$ cat src/rtl/puzzle_move_unit.sv
// puzzle_move_unit: move-execution stage of the 8-puzzle solver.
// Latches a board, goal and direction, scans the nine cells one per cycle
// for the blank, applies the move if legal, compares the result with the
// goal and holds the result until the consumer accepts it.
// Optional feature: define PUZZLE_MOVE_HISTORY_EN to reject a move that
// exactly undoes the previous legal move.
module puzzle_move_unit #(
    parameter int CNT_W = 16
) (
    input  logic             clk,
    input  logic             rst_n,
    input  logic             cmd_valid,
    output logic             cmd_ready,
    input  logic [1:0]       cmd_dir,
    input  logic [35:0]      board_in,
    input  logic [35:0]      goal_in,
    output logic             res_valid,
    input  logic             res_ready,
    output logic [35:0]      res_board,
    output logic             res_illegal,
    output logic             res_badboard,
    output logic             res_solved,
    output logic [CNT_W-1:0] move_count
);

    typedef enum logic [1:0] {S_IDLE, S_SCAN, S_MOVE, S_RESULT} state_t;

    state_t state_q, state_d;

    logic [35:0]      board_q, goal_q;
    logic [1:0]       dir_q;
    logic [3:0]       idx_q, pos_q;
    logic             bad_q;

    logic [35:0]      res_board_q, res_board_d;
    logic             res_illegal_q, res_illegal_d;
    logic             res_badboard_q, res_badboard_d;
    logic             res_solved_q, res_solved_d;
    logic [CNT_W-1:0] move_count_q, move_count_d;

    logic [3:0]       scan_cell;
    logic             legal;
    logic [3:0]       tgt;
    logic [1:0]       col;

`ifdef PUZZLE_MOVE_HISTORY_EN
    logic             hist_vld_q;
    logic [1:0]       hist_dir_q;
`endif

    // Cell i lives at bits [35-4i -: 4]; cell 0 is the most significant nibble.
    function automatic logic [3:0] cell_get(input logic [35:0] b, input logic [3:0] i);
        logic [35:0] sh;
        sh = b >> (4 * (8 - int'(i)));
        return sh[3:0];
    endfunction

    function automatic logic [35:0] cell_set(input logic [35:0] b, input logic [3:0] i,
                                             input logic [3:0] v);
        int amt;
        amt = 4 * (8 - int'(i));
        return (b & ~(36'hF << amt)) | ({32'd0, v} << amt);
    endfunction

    function automatic logic [1:0] col_of(input logic [3:0] p);
        case (p)
            4'd0, 4'd3, 4'd6: return 2'd0;
            4'd1, 4'd4, 4'd7: return 2'd1;
            default:          return 2'd2;
        endcase
    endfunction

    assign scan_cell = cell_get(board_q, idx_q);

    // State register; reset discards any in-flight command.
    always_ff @(posedge clk) begin
        if (!rst_n) state_q <= S_IDLE;
        else        state_q <= state_d;
    end

    // Next-state logic: scan stops at the first blank or after cell 8.
    always_comb begin
        state_d = state_q;
        case (state_q)
            S_IDLE:   if (cmd_valid) state_d = S_SCAN;
            S_SCAN:   if (scan_cell == 4'h0 || idx_q == 4'd8) state_d = S_MOVE;
            S_MOVE:   state_d = S_RESULT;
            S_RESULT: if (res_ready) state_d = S_IDLE;
            default:  state_d = S_IDLE;
        endcase
    end

    // Handshake outputs decoded from the state.
    always_comb begin
        cmd_ready = (state_q == S_IDLE);
        res_valid = (state_q == S_RESULT);
    end

    // Command latch and blank scan; these are reloaded on every acceptance.
    always_ff @(posedge clk) begin
        case (state_q)
            S_IDLE: begin
                if (cmd_valid) begin
                    board_q <= board_in;
                    goal_q  <= goal_in;
                    dir_q   <= cmd_dir;
                    idx_q   <= 4'd0;
                    bad_q   <= 1'b0;
                end
            end
            S_SCAN: begin
                if (scan_cell == 4'h0)   pos_q <= idx_q;
                else if (idx_q == 4'd8)  bad_q <= 1'b1;
                else                     idx_q <= idx_q + 4'd1;
            end
            default: ;
        endcase
    end

    // Move evaluation: legality, neighbour swap, goal compare, counter.
    always_comb begin
        col   = col_of(pos_q);
        legal = 1'b0;
        tgt   = pos_q;
        case (dir_q)
            2'b00: begin legal = (pos_q >= 4'd3); tgt = pos_q - 4'd3; end
            2'b01: begin legal = (pos_q <= 4'd5); tgt = pos_q + 4'd3; end
            2'b10: begin legal = (col != 2'd0);   tgt = pos_q - 4'd1; end
            default: begin legal = (col != 2'd2); tgt = pos_q + 4'd1; end
        endcase
        if (bad_q) legal = 1'b0;
`ifdef PUZZLE_MOVE_HISTORY_EN
        // Directions pair as 00/01 and 10/11, so the reverse flips bit 0.
        if (hist_vld_q && dir_q == {hist_dir_q[1], ~hist_dir_q[0]}) legal = 1'b0;
`endif
        res_board_d    = legal ? cell_set(cell_set(board_q, pos_q, cell_get(board_q, tgt)), tgt, 4'h0)
                               : board_q;
        res_solved_d   = (res_board_d == goal_q);
        res_illegal_d  = ~legal;
        res_badboard_d = bad_q;
        move_count_d   = (legal && move_count_q != '1) ? move_count_q + CNT_W'(1) : move_count_q;
    end

    // Result registers, loaded once in MOVE and held through RESULT.
    always_ff @(posedge clk) begin
        if (!rst_n) begin
            res_board_q    <= '0;
            res_illegal_q  <= 1'b0;
            res_badboard_q <= 1'b0;
            res_solved_q   <= 1'b0;
            move_count_q   <= '0;
`ifdef PUZZLE_MOVE_HISTORY_EN
            hist_vld_q     <= 1'b0;
            hist_dir_q     <= 2'b00;
`endif
        end else if (state_q == S_MOVE) begin
            res_board_q    <= res_board_d;
            res_illegal_q  <= res_illegal_d;
            res_badboard_q <= res_badboard_d;
            res_solved_q   <= res_solved_d;
            move_count_q   <= move_count_d;
`ifdef PUZZLE_MOVE_HISTORY_EN
            if (legal) begin
                hist_vld_q <= 1'b1;
                hist_dir_q <= dir_q;
            end
`endif
        end
    end

    assign res_board    = res_board_q;
    assign res_illegal  = res_illegal_q;
    assign res_badboard = res_badboard_q;
    assign res_solved   = res_solved_q;
    assign move_count   = move_count_q;

endmodule

$ cat config.mk
export PLATFORM = sky130hd
export DESIGN_NAME = puzzle_move_unit
export DESIGN_NICKNAME = d
export VERILOG_FILES = /design/src/rtl/puzzle_move_unit.sv
export SDC_FILE = /design/constraint.sdc
export NUM_CORES = 1
export LEC_CHECK = 0
export BUFFER_PORTS_ARGS = -buffer_cell sky130_fd_sc_hd__buf_2
export CAP_MARGIN = 10
export CORE_MARGIN = 4
export CORE_UTILIZATION = 51
export DETAILED_ROUTE_END_ITERATION = 16
export PLACE_DENSITY = 0.88
export SLEW_MARGIN = 15
export SYNTH_ARGS = -nofsm -noshare
export SYNTH_HDL_FRONTEND = slang
export SYNTH_SLANG_ARGS = --single-unit
$ cat constraint.sdc
create_clock -name clk -period 4.16 [get_ports clk]
set_input_delay 0.416 -clock clk [delete_from_list [all_inputs] [get_ports clk]]
set_output_delay 0.416 -clock clk [all_outputs]
set_load 0.01 [all_outputs]
# Word-level counts from Yosys, hierarchy flattened

Cells that the tools add are included.

Register bits: 140
Bits in latches: 0
Bits in writable memories: 0
ROM bits: 0
Input port bits: 78
Output and inout bits: 57
Logic and storage cells: 89
Memories kept: 0

Add/sub/neg operators: 9
$mul: 0
Div/mod/pow operators: 0
Magnitude comparators: 2
Eq/ne operators: 20
Shift operators: 6
Mux-type cells: 17
Bitwise logic cells: 7
Reduce and logical (&&, ||, !) cells: 16

Operators by type and width:

| kind                    | count |
|---|---|
| $and A36 B36 Y36        | 2 |
| $not A36 Y36            | 2 |
| $or A36 B36 Y36         | 2 |
| $shl A4 B32 Y36 const A | 2 |
| $shr A36 B32 Y4         | 2 |
| $eq A36 B36 Y1          | 1 |
| $mux W36                | 1 |
| $shl A1 B32 Y36 const A | 1 |
| $shl A4 B32 Y36         | 1 |
| $add A16 B1 Y16 const B | 1 |
| $ne A16 B16 Y1 const B  | 1 |
| $sub A4 B4 Y5 const A   | 3 |
| $eq A4 B3 Y1 const B    | 3 |
| $mux W4                 | 3 |
| $ne A2 B2 Y1 const B    | 6 |
| $pmux W4 S3             | 1 |
| $add A4 B1 Y4 const B   | 2 |
| $logic_not A4 Y1        | 2 |
| $pmux W2 S4             | 1 |
| $pmux W4 S2             | 1 |
| $reduce_and A4 Y1       | 2 |
| $eq A2 B2 Y1 const B    | 3 |
| $mux W2                 | 3 |
| $reduce_and A2 Y1       | 3 |
| 21 further kinds        | 28 |

# Longest topological paths before layout

Depth after elaboration: 10
Mapped depth: 21
Mapped depth without buffers: 17

# Least setup slack after synthesis

OpenSTA, ideal clock, no wires.

Path kind: reg2reg
From: register pos_q[0]
To: register res_solved_q (netlist: res_solved)
Library setup time: 0.069 ns
Data arrival time: 4.356 ns
Required time: 4.091 ns
Slack: -0.265 ns
Cell stages (with the launch flop): 19
Path buffers: 2
Period minus slack after synthesis: 4.425 ns
Cell sequence: edfxtp_1 -> inv_1 -> ha_1 -> buf_1 -> xor2_1 -> o21ai_1 -> ha_1 -> inv_1 -> or4_1 -> and3_1 -> clkbuf_1 -> a21oi_1 -> o22ai_1 -> o2bb2a_1 -> mux2i_1 -> a2111oi_2 -> nand4_1 -> or3_1 -> o21ai_1

Longest elaborated chain between the ends: 10
Elaborated cells on any way between the ends: 35
Those cells by class: add/sub (6); order compare (2); eq/ne (7); shift (5); mux (5); bitwise (6); reduce/logical (4)

RTL lines:

| what                                  | RTL line | source |
|---|---|---|
| from (decl)                           | 32       | `logic [3:0] idx_q, pos_q;` |
| from (signal assigned)                | 112      | `if (scan_cell == 4'h0) pos_q <= idx_q;` |
| $add A4 B1 Y4 (tied with other cells) | 129      | `default: begin legal = (col != 2'd2); tgt = pos_q + 4'd1; end` |
| $pmux W4 S3                           | 125      | `case (dir_q)` |
| $sub A4 B4 Y5                         | 54, 61   |  |
| $shr A36 B32 Y4                       | 54       | `sh = b >> (4 * (8 - int'(i)));` |
| $shl A4 B32 Y36                       | 62       | `return (b & ~(36'hF << amt)) \| ({32'd0, v} << amt);` |
| $or A36 B36 Y36                       | 62       |  |
| $and A36 B36 Y36                      | 62       |  |
| $or A36 B36 Y36                       | 62       |  |
| $mux W36 (*)                          | 136      | `res_board_d = legal ? cell_set(cell_set(board_q, pos_q, cell_get(board_q, tgt)), tgt, 4'h0)` |
| $eq A36 B36 Y1 (*)                    | 138      | `res_solved_d = (res_board_d == goal_q);` |
| to (signal assigned)                  | 160      | `res_solved_q <= res_solved_d;` |
| to (decl)                             | 38       | `logic res_solved_q, res_solved_d;` |

Mark *: on every way between the ends. The rest lies on a longest branch, timed or not.
A chain may end at the register's enable or synchronous reset.

# Final worst setup path

From: register dir_q[1]
To: register res_solved_q (netlist: res_solved)

Longest elaborated chain between the ends: 10
Elaborated cells on any way between the ends: 17
Those cells by class: add/sub (1); eq/ne (3); shift (4); mux (4); bitwise (4); reduce/logical (1)

RTL lines:

| what                                 | RTL line | source |
|---|---|---|
| from (decl)                          | 31       | `logic [1:0] dir_q;` |
| from (signal assigned)               | 106      | `dir_q <= cmd_dir;` |
| $eq A2 B2 Y1 (tied with other cells) | 125      |  |
| $pmux W4 S3                          | 125      |  |
| $sub A4 B4 Y5                        | 54, 61   |  |
| $shr A36 B32 Y4                      | 54       |  |
| $shl A4 B32 Y36                      | 62       |  |
| $or A36 B36 Y36                      | 62       |  |
| $and A36 B36 Y36                     | 62       |  |
| $or A36 B36 Y36                      | 62       |  |
| $mux W36 (*)                         | 136      |  |
| $eq A36 B36 Y1 (*)                   | 138      |  |

Marked as above.

==> impl_metrics.tcl <==
set metrics [dict create \
    wl_per_cell_um 22.7 \
    m1WireLength_mm 10.6 \
    cts_sinks 140 \
    grt_pass1_vias 6886 \
    drt_iter0_drc 919 \
    finalNetCount 1050 \
    syn_nets 876 \
    crit_type "register to register" \
    power_density_nw_per_um2 819 \
    yosys.cell_types.count 85 \
    grt_max_degree 75 \
    drv_cap 0 \
    initial_core_util 0.525 \
    numPortBuffers 134 \
    clk_pin_slew_ns 0.06 \
    synth_area_um2 7720 \
    fin_worst_hold_slack_ns 0.158 \
    hold_buffers 0 \
    async_reset_ff_frac 0 \
    antenna_found_initial 0 \
    dpl.hpwl_mm 20.0 \
    fin_cells 1155 \
    clkLatencyLatePin_ns 0.43 \
    top_layer "met4" \
    syn_to_final_growth_pct 24.3 \
    worstHoldStart "board_in[25]" \
    htreeDepth 4 \
    setup_violations 0 \
    clock_path_buffers 2 \
    yosysWarnings 0 \
    drv_slew 0 \
    ys_ff_latch 140 \
    finalSetupTns_ns 0 \
    cts_tree "yes" \
    route.met2.wl_mm 11.8 \
    crit_path_start "dir_q[1]" \
    timing.final.crit_share 0.994 \
    drive_gt1_frac 0.294 \
    cts-buffers-inserted 17 \
    io_pins 135 \
    yosysSeqAreaShare 0.471 \
    final_area_um2 9590 \
    worst_slack_ns 0.0259 \
    crit_path_start_kind "register" \
    status "complete, no violations" \
    die_x_um 131 \
    num_rows 44 \
    p_leak_nw 3.85 \
    arrival_ns 4.49 \
    hold_viol_final 0 \
    viasPerCell 6.31 \
    dr_wl_met3_mm 2.79 \
    vdd_drop_max_v 0.000716 \
    fmax_ghz 0.242 \
    relSlewSlack 0.357 \
    rsz0062_at_grt "yes" \
    grt_pass1_wl_mm 38.7 \
    placed_cell_area_um2 8870 \
    root_buffer "clkbuf_16" \
    reg2reg_from "dir_q[1]" \
    pre_cts_ws_ns -0.0528 \
    fillers 1176 \
    core_um2 14700 \
    routabilityCongestion 1.07 \
    via_count 7292 \
    min_path_type "primary input to register" \
    wl_mm 26.2 \
    netlist_instances 784 \
    worst_pin_slew_ns 0.964 \
    grt_overflow 0 \
    dr.pass1.iters 7 \
    avgSynthCellArea_um2 9.84 \
    worstSetupEndpointType "register" \
    dieHeight_um 131 \
    ys.flop_type "edfxtp_1" \
    diodes 0 \
    dpl.cell_count 1119 \
    finClkSkew_ns 0.0157 \
    cp_max_fo 5 \
    drcViolationCount 0 \
    period_needed_ns 4.13 \
    track_usage 0.303 \
    ant_nets 0 \
    worst_ep_required_time_ns 4.52 \
    synth_edf_count 83 \
    die_area_um2 17200 \
]
cells in the mapped netlist (all sizes together), types with 6 or more instances:
master    n  share of area
a21oi    27          0.018
clkbuf   28          0.014
a2bb2oi   6         0.0068
nor3     23          0.017
nor2b    13          0.011
nand4    15          0.012
o21ai    46          0.031
mux4      6          0.018
nor4     15          0.012
xnor2    12          0.014
mux2i    10          0.013
nand2    74          0.036
a22oi    12          0.013
nand2b    7         0.0057
a311oi    6         0.0068
inv      36          0.018
a211oi   18          0.018
nand3    15         0.0097
edfxtp   83           0.32
ha       13          0.021
o31ai     8         0.0084
nor2     84          0.041
xor2     24          0.030
o22ai    18          0.016
or3       6         0.0049
or4       6         0.0058
dfxtp    57           0.15
a221oi    8         0.0091
buf      12          0.011
a31oi     8         0.0065
worst paths after layout:
check / cells past startpoint / endpoint / slack [ns]
worst max-delay path: 17 / res_solved / 0.03
worst min-delay path: 1 / board_q[25] / 0.16
worst max register to register: 17 / res_solved / 0.03
worst min register to register: 2 / res_board[20] / 0.48
cells by family (layout without fill, tap and decap cells):
group,Yosys count,in the layout,synth area share
AOI/OAI and AO/OA,211,211,0.201
xor gates and xnor gates,36,36,0.0433
adders and majority gates,15,15,0.0251
buffers and inverters,76,263,0.0425
DFF,140,140,0.471
muxes,17,17,0.0319
and+or+nand+nor,289,289,0.185
timing repair:
action / 4_1_cts / 5_1_grt
endpoints found under the setup margin: 1 / 2
gates resized for setup: 3 / 22
buffers inserted: 0 / 4
pin swaps: 0 / 8
per-stage QoR:
step           power [mW]   util
2_1_floorplan        4.66      -
3_3_place_gp         6.02  0.604
3_5_place_dp         6.06  0.604
4_1_cts              7.60  0.645
5_1_grt              8.22  0.652
6_report             7.85  0.652
routing by layer:
| layer | vias up | GRT usage |
|---|---|---|
| met5 | - | 0 |
| met4 | 0 | 0.128 |
| met3 | 78 | 0.0671 |
| met2 | 474 | 0.461 |
| met1 | 3427 | 0.420 |
| li1 | 3313 | - |
cell usage in the layout, fill, tap and decap left out, types with 15 or more instances in the layout:
master	n
edfxtp_1	83
buf_2	134
nor2_1	83
nand2_1	74
o22ai_1	17
dfxtp_1	57
o21ai_0	38
a211oi_1	17
clkbuf_16	18
nand4_1	15
buf_4	61
a21oi_1	26
xor2_1	22
inv_1	33
nor3_1	20
area by class of cell:
| class | instances | area, um^2 | share of cell area |
|---|---|---|---|
| Multi-Input combinational cell | 568 | 3860 | 0.403 |
| Sequential cell | 140 | 3630 | 0.379 |
| Timing Repair Buffer | 195 | 1130 | 0.118 |
| Clock buffer | 20 | 478 | 0.0498 |
| Tap cell | 184 | 230 | 0.0240 |
| Inverter | 36 | 135 | 0.0141 |
| Clock inverter | 12 | 121 | 0.0127 |
power breakdown:
part / switching, mW / leakage (nW) / internal (mW)
clock network: 0.626 / 0.296 / 0.905
registers: 0.329 / 1.25 / 1.86
logic: 2.47 / 2.30 / 1.66
state kept, by name (all words and copies together) (netlist names):
register and count:
board_q 36, bad_q 1, res_board 36, goal_q 36, res_badboard 1, state_q 2, move_count 16, res_illegal 1
idx_q 4, dir_q 2, res_solved 1, pos_q 4
worst max-delay path, stage by stage (launching register included):
cell      delay, ns
edfxtp_1       0.40
inv_2          0.07
nand2_1        0.07
fa_1           0.46
nand2_1        0.09
o21ai_2        0.06
ha_2           0.41
mux4_2         0.55
a211o_1        0.31
o311a_1        0.18
buf_4          0.17
nand4_1        0.09
nor4b_1        0.31
buf_4          0.18
and3_1         0.16
nand4_1        0.11
or3_1          0.32
o21ai_1        0.11
Power figures use the tool's default switching activity.
